### config.mk
export PLATFORM = sky130hd
export DESIGN_NAME = aes_round_ctrl
export DESIGN_NICKNAME = d
export VERILOG_FILES = /design/src/rtl/aes_round_ctrl.sv
export SDC_FILE = /design/constraint.sdc
export NUM_CORES = 1
export LEC_CHECK = 0
export ABC_CLOCK_PERIOD_IN_PS = 1100
export BUFFER_PORTS_ARGS = -buffer_cell sky130_fd_sc_hd__buf_4
export CAP_MARGIN = 20
export CORE_AREA = 2 2 39 41
export DETAILED_ROUTE_END_ITERATION = 10
export DIE_AREA = 0 0 41 43
export PLACE_DENSITY_LB_ADDON = 0.25
export SYNTH_ARGS = -nofsm -noshare
export SYNTH_HDL_FRONTEND = slang
export SYNTH_SLANG_ARGS = --single-unit
export TNS_END_PERCENT = 20
### constraint.sdc
create_clock -name clk -period 1.1 [get_ports clk]
set_input_delay 0.22 -clock clk [delete_from_list [all_inputs] [get_ports clk]]
set_output_delay 0.22 -clock clk [all_outputs]
set_load 0.05 [all_outputs]
### src/rtl/aes_round_ctrl.sv
// -----------------------------------------------------------------------------
// aes_round_ctrl
//
// Purpose:
//   Sequencing controller for an AES-128 encryption datapath core. A one-cycle
//   start request launches one block: RND0 (initial AddRoundKey), NR-1 full
//   rounds, then a FINAL round without MixColumns, followed by a single DONE
//   cycle. In DONE the core's registered state already holds the ciphertext.
//   Outputs are Moore: decoded only from the registered state and round counter.
//   Only one block is in flight at a time. start is ignored while busy and is
//   not queued. A start seen in DONE launches the next block back-to-back.
//
// Parameters:
//   NR     number of cipher rounds after the initial AddRoundKey (2..15)
//
// Ports:
//   clk    in   clock
//   rstn   in   synchronous active-low reset
//   start  in   request one encryption (sampled in IDLE or DONE only)
//   accept out  core loads plain_text/cipher_key (1) or recirculates (0)
//   rndNo  out  current round number 0..NR (0 outside a round sequence)
//   enbSB  out  SubBytes enable
//   enbSR  out  ShiftRows enable
//   enbMC  out  MixColumns enable
//   enbAR  out  AddRoundKey enable
//   enbKS  out  KeySchedule enable
//   busy   out  high during RND0..FINAL
//   done   out  one-cycle pulse, ciphertext valid at the core this cycle
// -----------------------------------------------------------------------------
module aes_round_ctrl #(
    parameter int unsigned NR = 10
) (
    input  logic       clk,
    input  logic       rstn,
    input  logic       start,
    output logic       accept,
    output logic [3:0] rndNo,
    output logic       enbSB,
    output logic       enbSR,
    output logic       enbMC,
    output logic       enbAR,
    output logic       enbKS,
    output logic       busy,
    output logic       done
);

    localparam logic [3:0] NR_L   = 4'(NR);
    localparam logic [3:0] NR_M1  = 4'(NR - 1);

    typedef enum logic [2:0] {
        S_IDLE  = 3'd0,
        S_RND0  = 3'd1,
        S_RNDS  = 3'd2,
        S_FINAL = 3'd3,
        S_DONE  = 3'd4
    } state_e;

    state_e     state_q, state_d;
    logic [3:0] cnt_q,   cnt_d;

    // NOTE: sequential state uses non-blocking assignments so every register
    // samples the pre-edge value of every other register.
    always_ff @(posedge clk) begin
        if (!rstn) begin
            state_q <= S_IDLE;
            cnt_q   <= 4'd0;
        end else begin
            state_q <= state_d;
            cnt_q   <= cnt_d;
        end
    end

    // Next-state logic. The counter is loaded with the round number the next
    // state will display, so rndNo can be taken straight from cnt_q.
    // NOTE: defaults are assigned before the case so no path leaves a
    // combinational output unassigned and no latch is inferred.
    always_comb begin
        state_d = state_q;
        cnt_d   = cnt_q;
        case (state_q)
            S_IDLE: begin
                cnt_d = 4'd0;
                if (start) state_d = S_RND0;
            end
            S_RND0: begin
                state_d = S_RNDS;
                cnt_d   = 4'd1;
            end
            S_RNDS: begin
                if (cnt_q == NR_M1) begin
                    state_d = S_FINAL;
                    cnt_d   = NR_L;
                end else begin
                    cnt_d   = cnt_q + 4'd1;
                end
            end
            S_FINAL: begin
                state_d = S_DONE;
                cnt_d   = 4'd0;
            end
            S_DONE: begin
                cnt_d   = 4'd0;
                state_d = start ? S_RND0 : S_IDLE;
            end
            // Unreachable encodings fall back to IDLE on the next edge.
            default: begin
                state_d = S_IDLE;
                cnt_d   = 4'd0;
            end
        endcase
    end

    // Moore output decode.
    always_comb begin
        accept = 1'b0;
        rndNo  = 4'd0;
        enbSB  = 1'b0;
        enbSR  = 1'b0;
        enbMC  = 1'b0;
        enbAR  = 1'b0;
        enbKS  = 1'b0;
        busy   = 1'b0;
        done   = 1'b0;
        case (state_q)
            S_RND0: begin
                accept = 1'b1;
                enbAR  = 1'b1;
                busy   = 1'b1;
            end
            S_RNDS: begin
                rndNo  = cnt_q;
                enbSB  = 1'b1;
                enbSR  = 1'b1;
                enbMC  = 1'b1;
                enbAR  = 1'b1;
                enbKS  = 1'b1;
                busy   = 1'b1;
            end
            S_FINAL: begin
                rndNo  = cnt_q;
                enbSB  = 1'b1;
                enbSR  = 1'b1;
                enbAR  = 1'b1;
                enbKS  = 1'b1;
                busy   = 1'b1;
            end
            S_DONE: begin
                done   = 1'b1;
            end
            default: ;
        endcase
    end

endmodule

Word-level counts from Yosys, hierarchy flattened

Cells that the tools add are included.
Widths: inputs -> output; s select.

Bits in registers: 7
Latch bits: 0
RAM bits: 0
ROM bits: 0
Input port bits: 3
Output and inout port bits: 12
Logic and storage cells: 26
Memories: 0

$add $sub $neg: 1
Multipliers: 0
Div/mod/pow operators: 0
Order comparisons: 0
Equal/unequal tests: 7
Shift operators: 0
Multiplexer cells: 12
Bitwise logic cells: 0
Reductions and logical operators: 4

Operators with widths:

| kind                | count |
|---|---|
| $pmux 3 s5          | 1 |
| $mux 4              | 2 |
| $pmux 4 s2          | 1 |
| $eq 3x2->1 const B  | 2 |
| $mux 1              | 6 |
| $mux 3              | 2 |
| $add 4x1->4 const B | 1 |
| $eq 4x4->1 const B  | 1 |
| $ne 2x2->1 const B  | 2 |
| $eq 3x1->1 const B  | 1 |
| $eq 3x3->1 const B  | 1 |
| $logic_not 3->1     | 1 |
| $reduce_or 3->1     | 1 |
| $reduce_and 2->1    | 1 |
| $reduce_or 2->1     | 1 |

Longest topological paths before layout

Gate-level depths: netlist of run 1.

Depth in word-level cells: 3
Gate-level depth with buffers: 5
Gate-level depth less buffers: 5

Worst setup path before layout of run 1

OpenSTA, ideal clock, no wires.

Path kind: flip-flop to output port
Start: reg state_q[0]
End: out enbAR
Data arrival time: 1.478 ns
Required time: 0.880 ns
Setup slack: -0.598 ns
Cell stages (with the launch flop): 4
Buffers on the path: 1
Cell sequence: dfxtp_1 -> nor2_1 -> nor2_1 -> buf_4

Cells in the longest elaborated chain, start to end: 3
Elaborated cells between the ends (all ways): 5
Classes of those cells: 3 x eq/ne; 1 x mux; 1 x reduce/logical

Ends and longest elaborated chain:

| what                                            | line | RTL |
|---|---|---|
| from (decl)                                     | 58   | `state_e state_q, state_d;` |
| from (signal assigned)                          | 68   | `state_q <= state_d;` |
| $eq 3x2->1 / $eq 3x1->1 (equally long branches) | n/a  |  |
| $reduce_or 3->1 (no line) *                     | n/a  |  |
| $mux 1 *                                        | n/a  |  |
| to (decl)                                       | 41   | `output logic enbAR,` |

Mark *: on every way between the ends. The rest lies on a longest branch, timed or not.

Worst setup path after layout of run 1

Start: reg state_q[2]
End: out rndNo[0]

Cells in the longest elaborated chain, start to end: 3
Elaborated cells between the ends (all ways): 4
Classes of those cells: 2 x eq/ne; 1 x mux; 1 x reduce/logical

Ends and longest elaborated chain:

| what                        | line | RTL |
|---|---|---|
| $eq 3x2->1                  | 124  | `case (state_q)` |
| $reduce_or 2->1 (no line) * | n/a  |  |
| $mux 4 *                    | 124  |  |
| to (decl)                   | 37   | `output logic [3:0] rndNo,` |

Marked as above.

==> results of run 1 <==
## cell usage in the layout, fill, tap and decap left out
| cell | count |
|---|---|
| inv_1 | 2 |
| nor2_2 | 2 |
| and2_1 | 1 |
| nand2b_1 | 3 |
| a21oi_1 | 2 |
| nand2_1 | 1 |
| mux2i_1 | 1 |
| o32a_1 | 1 |
| buf_6 | 15 |
| clkbuf_4 | 3 |
| nor2_1 | 3 |
| nor2_4 | 3 |
| nor3b_1 | 1 |
| and3_4 | 1 |
| nor3b_2 | 1 |
| clkinvlp_4 | 1 |
| o21ai_0 | 1 |
| nand3_1 | 1 |
| nand2b_4 | 1 |
| buf_4 | 15 |
| xor2_1 | 1 |
| ha_1 | 2 |
| or2_1 | 1 |
| dfxtp_2 | 2 |
| dfxtp_1 | 3 |
| dfxtp_4 | 2 |
| and2_4 | 3 |
| a21oi_2 | 1 |
| clkbuf_1 | 1 |
## registers in the layout, indices dropped and copies added (netlist names)
name	cells
cnt_q	4
state_q	3
## power by group
part	switching (W)	internal, W	total, W
logic	0.000148	0.000121	0.000269
clock network	0.0000855	0.000138	0.000223
registers	0.00000905	0.000261	0.000270
## cell families after synthesis
family | after synthesis | synth area share
AOI/OAI and AO/OA | 5 | 0.0813
buffers and inverters | 6 | 0.0915
muxes | 1 | 0.0271
xor gates and xnor gates | 1 | 0.0237
DFF | 7 | 0.380
and+or+nand+nor | 22 | 0.329
adders and majority gates | 2 | 0.0678
## area by class of cell
class,instances,area [um^2],share of cell area
Timing Repair Buffer,30,282,0.381
Clock buffer,4,26.3,0.0355
Sequential cell,7,150,0.203
Tap cell,16,20.0,0.0271
Inverter,3,15.0,0.0203
Multi-Input combinational cell,31,246,0.333
## metrics by stage
step / total power (W) / utilization
after floorplan: 0.000424 / -
after global placement: 0.000503 / 0.444
after detailed placement: 0.000504 / 0.444
after CTS: 0.000782 / 0.525
after global routing: 0.000830 / 0.534
final: 0.000763 / 0.534
## layer usage
metal	part of all wire	GRT usage
met1	0.44	0.140
met2	0.51	0.175
met3	0.038	0.0628
met4	0.015	0.120
met5	0	0
## what timing repair did
item,in CTS,in global routing
resized for setup,20,4
setup endpoints to repair,13,17
pin swaps,2,1
buffers inserted,2,0
## worst max path at each step
stage          endpoint  cells past startpoint                    start  slack, ps
2_1_floorplan  rndNo[0]                      3  state_q[2]$_SDFFE_PN0P_       -210
3_3_place_gp   rndNo[3]                      4  state_q[1]$_SDFFE_PN0P_        -40
3_5_place_dp   rndNo[0]                      4  state_q[1]$_SDFFE_PN0P_        -90
4_1_cts        rndNo[0]                      4  state_q[2]$_SDFFE_PN0P_       -270
5_1_grt        rndNo[0]                      4  state_q[2]$_SDFFE_PN0P_       -340
6_report       rndNo[0]                      4  state_q[2]$_SDFFE_PN0P_       -250
==> run_results.csv, run 1 <==
group,metric,value,unit
cts,numCtsBuffers,3,
min_path,hp-start,"rstn",
floorplanning,start_util,0.267,
floorplanning,rows,14,
run,cap_violations,0,
synthesis,syn_inst,44,
finish,stdcell_area,739,um^2
critical_path,timing.rr.start,"state_q[2]$_SDFFE_PN0P_",
synthesis,ys.flop_type,"dfxtp_1",
timing,worst_slack,-247,ps
floorplanning,dieArea,0.00176,mm^2
cts,clock_latency,240,ps
critical_path,critical_path_class,"register to primary output",
synthesis,syn-num-nets,49,
finish,nets,81,
timing,hold_viol,0,
critical_path,worstPathArrival,1130,ps
grt,overflow,0,
finish,layout-drive-gt1-share,0.667,
critical_path,cp_top_family,"flip-flops",
place,placed_area,614,um^2
critical_path,r2r_cells,6,
critical_path,crit_buf_inv,2,
grt,grt_pass1_vias,357,
timing,skew,0.977,ps
timing,report.final.slew_viol_count,0,
cts,cts_tree,"built",
min_path,whs_path_depth,2,
grt,antenna_found_initial,0,
grt,grt_pass1_wl,1.43,mm
timing,timing.setup.tns,-2570,ps
cts,clkTransAtPathRegs,50,ps
critical_path,critPathMaxFanout,4,
routing,via_per_inst,4.29,
critical_path,path_cells,"nand2b_4 -> clkinvlp_4 -> and2_4 -> buf_6",
synthesis,yosysMostFrequentCell,"nor2_1",
timing,period_share,1.22,
finish,antenna_cells,0,
routing,avgRoutedWirePerCell,9.27,um
cts,clock-root-buffer,"clkbuf_4",
synthesis,yosysTopAreaCell,"dfxtp_1",
cts,cts_sinks,7,
pwr,leakage,0.323,nW
timing,setup_viol_count_final,14,
floorplanning,core,0.00138,mm^2
finish,final_cell_count_no_fill,91,
synthesis,synth_cell_types,18,
routing,wl,844,um
place,dp_hpwl,658,um
place,place_ws,-91.0,ps
routing,route.vias.total,390,
cts,postCtsHoldBufs,0,
synthesis,seq_area_frac_synth,0.380,
routing,drt_iter0_markers,1,
synthesis,syn_area_per_cell,8.39,um^2
floorplanning,io_pins,15,
synthesis,synth_top_cells_by_area,"dfxtp_1, nor2_1, and2_1",
cts,cts_max_level,1,
routing,drtPass1Iterations,3,
floorplanning,fp.dieH,43,um
synthesis,synth_area,369,um^2
place,port_buffers,14,
finish,area_growth,100,%
floorplanning,die_w,41,um
place,dp_cells,85,
timing,fmax,742,MHz
grt,grt_max_degree,7,
synthesis,yosys-top-cells-count,"nor2_1, dfxtp_1, and2_1, nand2b_1",
pwr,ir_worst_vdd,0.461,mV
critical_path,rrSetupSlack,-70,ps
critical_path,required,880,ps
synthesis,synth-edff-count,0,
critical_path,cp-end-kind,"primary output",
timing,whs,252,ps
critical_path,cp_slowest_cell,"dfxtp_4",
critical_path,reg2reg_to,"state_q[2]$_SDFFE_PN0P_",
place,gp_congestion,0.723,
critical_path,start_kind,"register",
min_path,holdCritPathClass,"input port to register",
outcome,outcome,"finished, violations left",
grt,grtUsageTotal,0.130,
critical_path,cp_slowest_stage_delay,330,ps
outcome,violations,"setup timing",
timing,fin_crit,1350,ps
synthesis,ys_ff_latch,7,
synthesis,yosysWarnings,0,
synthesis,async_reset_ff_frac,0,
timing,tightestPinTransition,205,ps
routing,ant_nets,0,
finish,fill_cells,133,
cts,clockBufferDepth,2,
pwr,pwr_density_cell,1030,mW/mm^2
routing,drc,0,
timing,slew_headroom,0.863,
timing,grt_setup_unrepaired,"yes",
synthesis,synth_top_area_frac,0.380,
min_path,holdPathEnd,"state_q[0]$_SDFFE_PN0P_",
No activity file was read; power rests on OpenSTA's default activity.
==> inputs of run 2 (changes only) <==
Settings changed: CELL_PAD_IN_SITES_DETAIL_PLACEMENT set to 0, CELL_PAD_IN_SITES_GLOBAL_PLACEMENT set to 1, CTS_BUF_LIST set to sky130_fd_sc_hd__clkbuf_8, HOLD_SLACK_MARGIN set to 0.02.
==> run_results.csv, run 2 (same netlist as run 1, synthesis figures left out) <==
group,metric,value,unit
outcome,outcome,"finished, violations left",
outcome,violations,"setup timing",
finish,largestRegisters,"cnt_q (4), state_q (3)",
routing,avgRoutedWirePerCell,9.09,um
timing,fmax,744,MHz
finish,nets,80,
timing,tightestPinTransition,221,ps
min_path,whs_path_depth,2,
min_path,hp-start,"rstn",
routing,drtPass1Iterations,3,
finish,largest_reg_flops,4,
timing,setup_viol_count_final,13,
critical_path,cp_slowest_stage_delay,330,ps
grt,grt_pass1_wl,1.29,mm
routing,ant_nets,0,
critical_path,critical_path_class,"register to primary output",
routing,drc,0,
routing,drt_iter0_markers,2,
critical_path,cp_slowest_cell,"dfxtp_4",
grt,grt_max_degree,7,
finish,final_cell_mix,"buf_4, buf_6, nor2_1, dfxtp_1",
critical_path,critPathMaxFanout,5,
cts,clock_latency,230,ps
cts,numCtsBuffers,3,
critical_path,required,880,ps
finish,final_cell_count_no_fill,90,
cts,clkTransAtPathRegs,40,ps
floorplanning,fp.dieH,43,um
cts,clock-root-buffer,"clkbuf_8",
run,cap_violations,0,
finish,fill_cells,124,
floorplanning,die_w,41,um
pwr,p_seq_frac,0.305,
critical_path,timing.rr.start,"cnt_q[1]$_SDFF_PN0_",
pwr,switchingPower,0.000264,W
cts,cts_tree,"built",
pwr,pwr_density_cell,1190,mW/mm^2
floorplanning,start_util,0.267,
critical_path,r2r_cells,5,
floorplanning,io_pins,15,
critical_path,rrSetupSlack,-50,ps
timing,hold_viol,0,
pwr,pwr-share-clk,0.398,
cts,cts_sinks,7,
critical_path,start_kind,"register",
min_path,holdPathEnd,"state_q[2]$_SDFFE_PN0P_",
pwr,leakage,0.335,nW
place,dp_hpwl,678,um
critical_path,path_depth,4,
critical_path,reg2reg_to,"state_q[0]$_SDFFE_PN0P_",
finish,largest-register,"cnt_q",
grt,antenna_found_initial,0,
timing,report.final.slew_viol_count,0,
cts,cts_max_level,1,
routing,via_per_inst,4.22,
timing,worst_slack,-245,ps
pwr,ir_worst_vdd,0.775,mV
critical_path,crit_buf_inv,2,
timing,fin_crit,1340,ps
cts,postCtsHoldBufs,0,
floorplanning,rows,14,
grt,grtUsageTotal,0.108,
cts,clockBufferDepth,2,
place,dp_cells,85,
finish,antenna_cells,0,
critical_path,cp-end-kind,"primary output",
timing,period_share,1.22,
finish,layout-drive-gt1-share,0.676,
routing,wl,818,um
timing,skew,6.54,ps
place,port_buffers,14,
pwr,internal-power,0.000626,W
timing,grt_setup_unrepaired,"yes",
place,place_ws,-73.0,ps
grt,grt_pass1_vias,336,
pwr,swShare,0.297,
critical_path,path_cells,"nand2b_4 -> clkinvlp_4 -> and2_4 -> buf_6",
critical_path,cp_top_family,"flip-flops",
floorplanning,core,0.00138,mm^2
place,gp_congestion,0.673,
pwr,power_frac_comb,0.297,
grt,overflow,0,
timing,slew_headroom,0.852,
min_path,holdCritPathClass,"input port to register",
finish,final_common_cell,"buf_4",
floorplanning,dieArea,0.00176,mm^2
finish,area_growth,103,%
routing,route.vias.total,380,
critical_path,worstPathArrival,1120,ps
timing,whs,265,ps
==> run 2: changes by cell type in the layout (fill, tap and decap cells not counted), moves of 2 or more <==
cell      previous run  this run
buf_4               15        17
clkbuf_8             0         3
buf_8                0         2
buf_6               15        10
clkbuf_4             3         0
==> run 2: power groups by stage <==
stage	combinational, W	clock, W	sequential, W
2_1_floorplan	0.000147	0	0.000277
3_3_place_gp	0.000225	0	0.000275
3_5_place_dp	0.000225	0	0.000275
4_1_cts	0.000249	0.000368	0.000272
5_1_grt	0.000282	0.000382	0.000273
6_report	0.000264	0.000354	0.000272
==> run 2: layout make-up <==
type | instances | area (um^2) | share of cell area
clock buffer | 3 | 41.3 | 0.0550
timing repair buffer | 29 | 270 | 0.360
inverter | 3 | 15.0 | 0.0200
clock inverter | 1 | 5.00 | 0.00667
tap | 16 | 20.0 | 0.0267
multi-input combinational | 31 | 253 | 0.337
sequential | 7 | 146 | 0.195
==> run 2: per-layer routing <==
metal / part of all wire / up-vias / GRT usage / wire length [um]
li1: - / 200 / - / -
met1: 0.43 / 171 / 0.136 / 348
met2: 0.53 / 9 / 0.166 / 431
met3: 0.046 / 0 / 0.0314 / 38
met4: 0 / 0 / 0.0400 / 0
met5: 0 / - / 0 / 0
==> run 2: worst max path at each step <==
stage / to / startpoint / slack, ps
after CTS: enbSR / state_q[2]$_SDFFE_PN0P_ / -260
after global routing: rndNo[2] / state_q[2]$_SDFFE_PN0P_ / -300
after floorplan: rndNo[0] / state_q[2]$_SDFFE_PN0P_ / -210
final: rndNo[2] / state_q[2]$_SDFFE_PN0P_ / -240
after detailed placement: rndNo[2] / state_q[1]$_SDFFE_PN0P_ / -70
after global placement: rndNo[2] / state_q[1]$_SDFFE_PN0P_ / -60
==> run 2: metrics by stage <==
stage | utilization | power [W] | setup TNS, ps | area (um^2)
after floorplan | - | 0.000424 | -1640 | 407
after global placement | 0.444 | 0.000500 | -417 | 614
after detailed placement | 0.444 | 0.000500 | -521 | 614
after CTS | 0.519 | 0.000889 | -2600 | 718
after global routing | 0.542 | 0.000936 | -3160 | 751
final | 0.542 | 0.000890 | -2440 | 751
==> run 2: what timing repair did <==
action / in CTS / in global routing
pin swaps: 1 / 1
setup endpoints to repair: 13 / 17
setup buffers: 1 / 0
resized for setup: 14 / 8
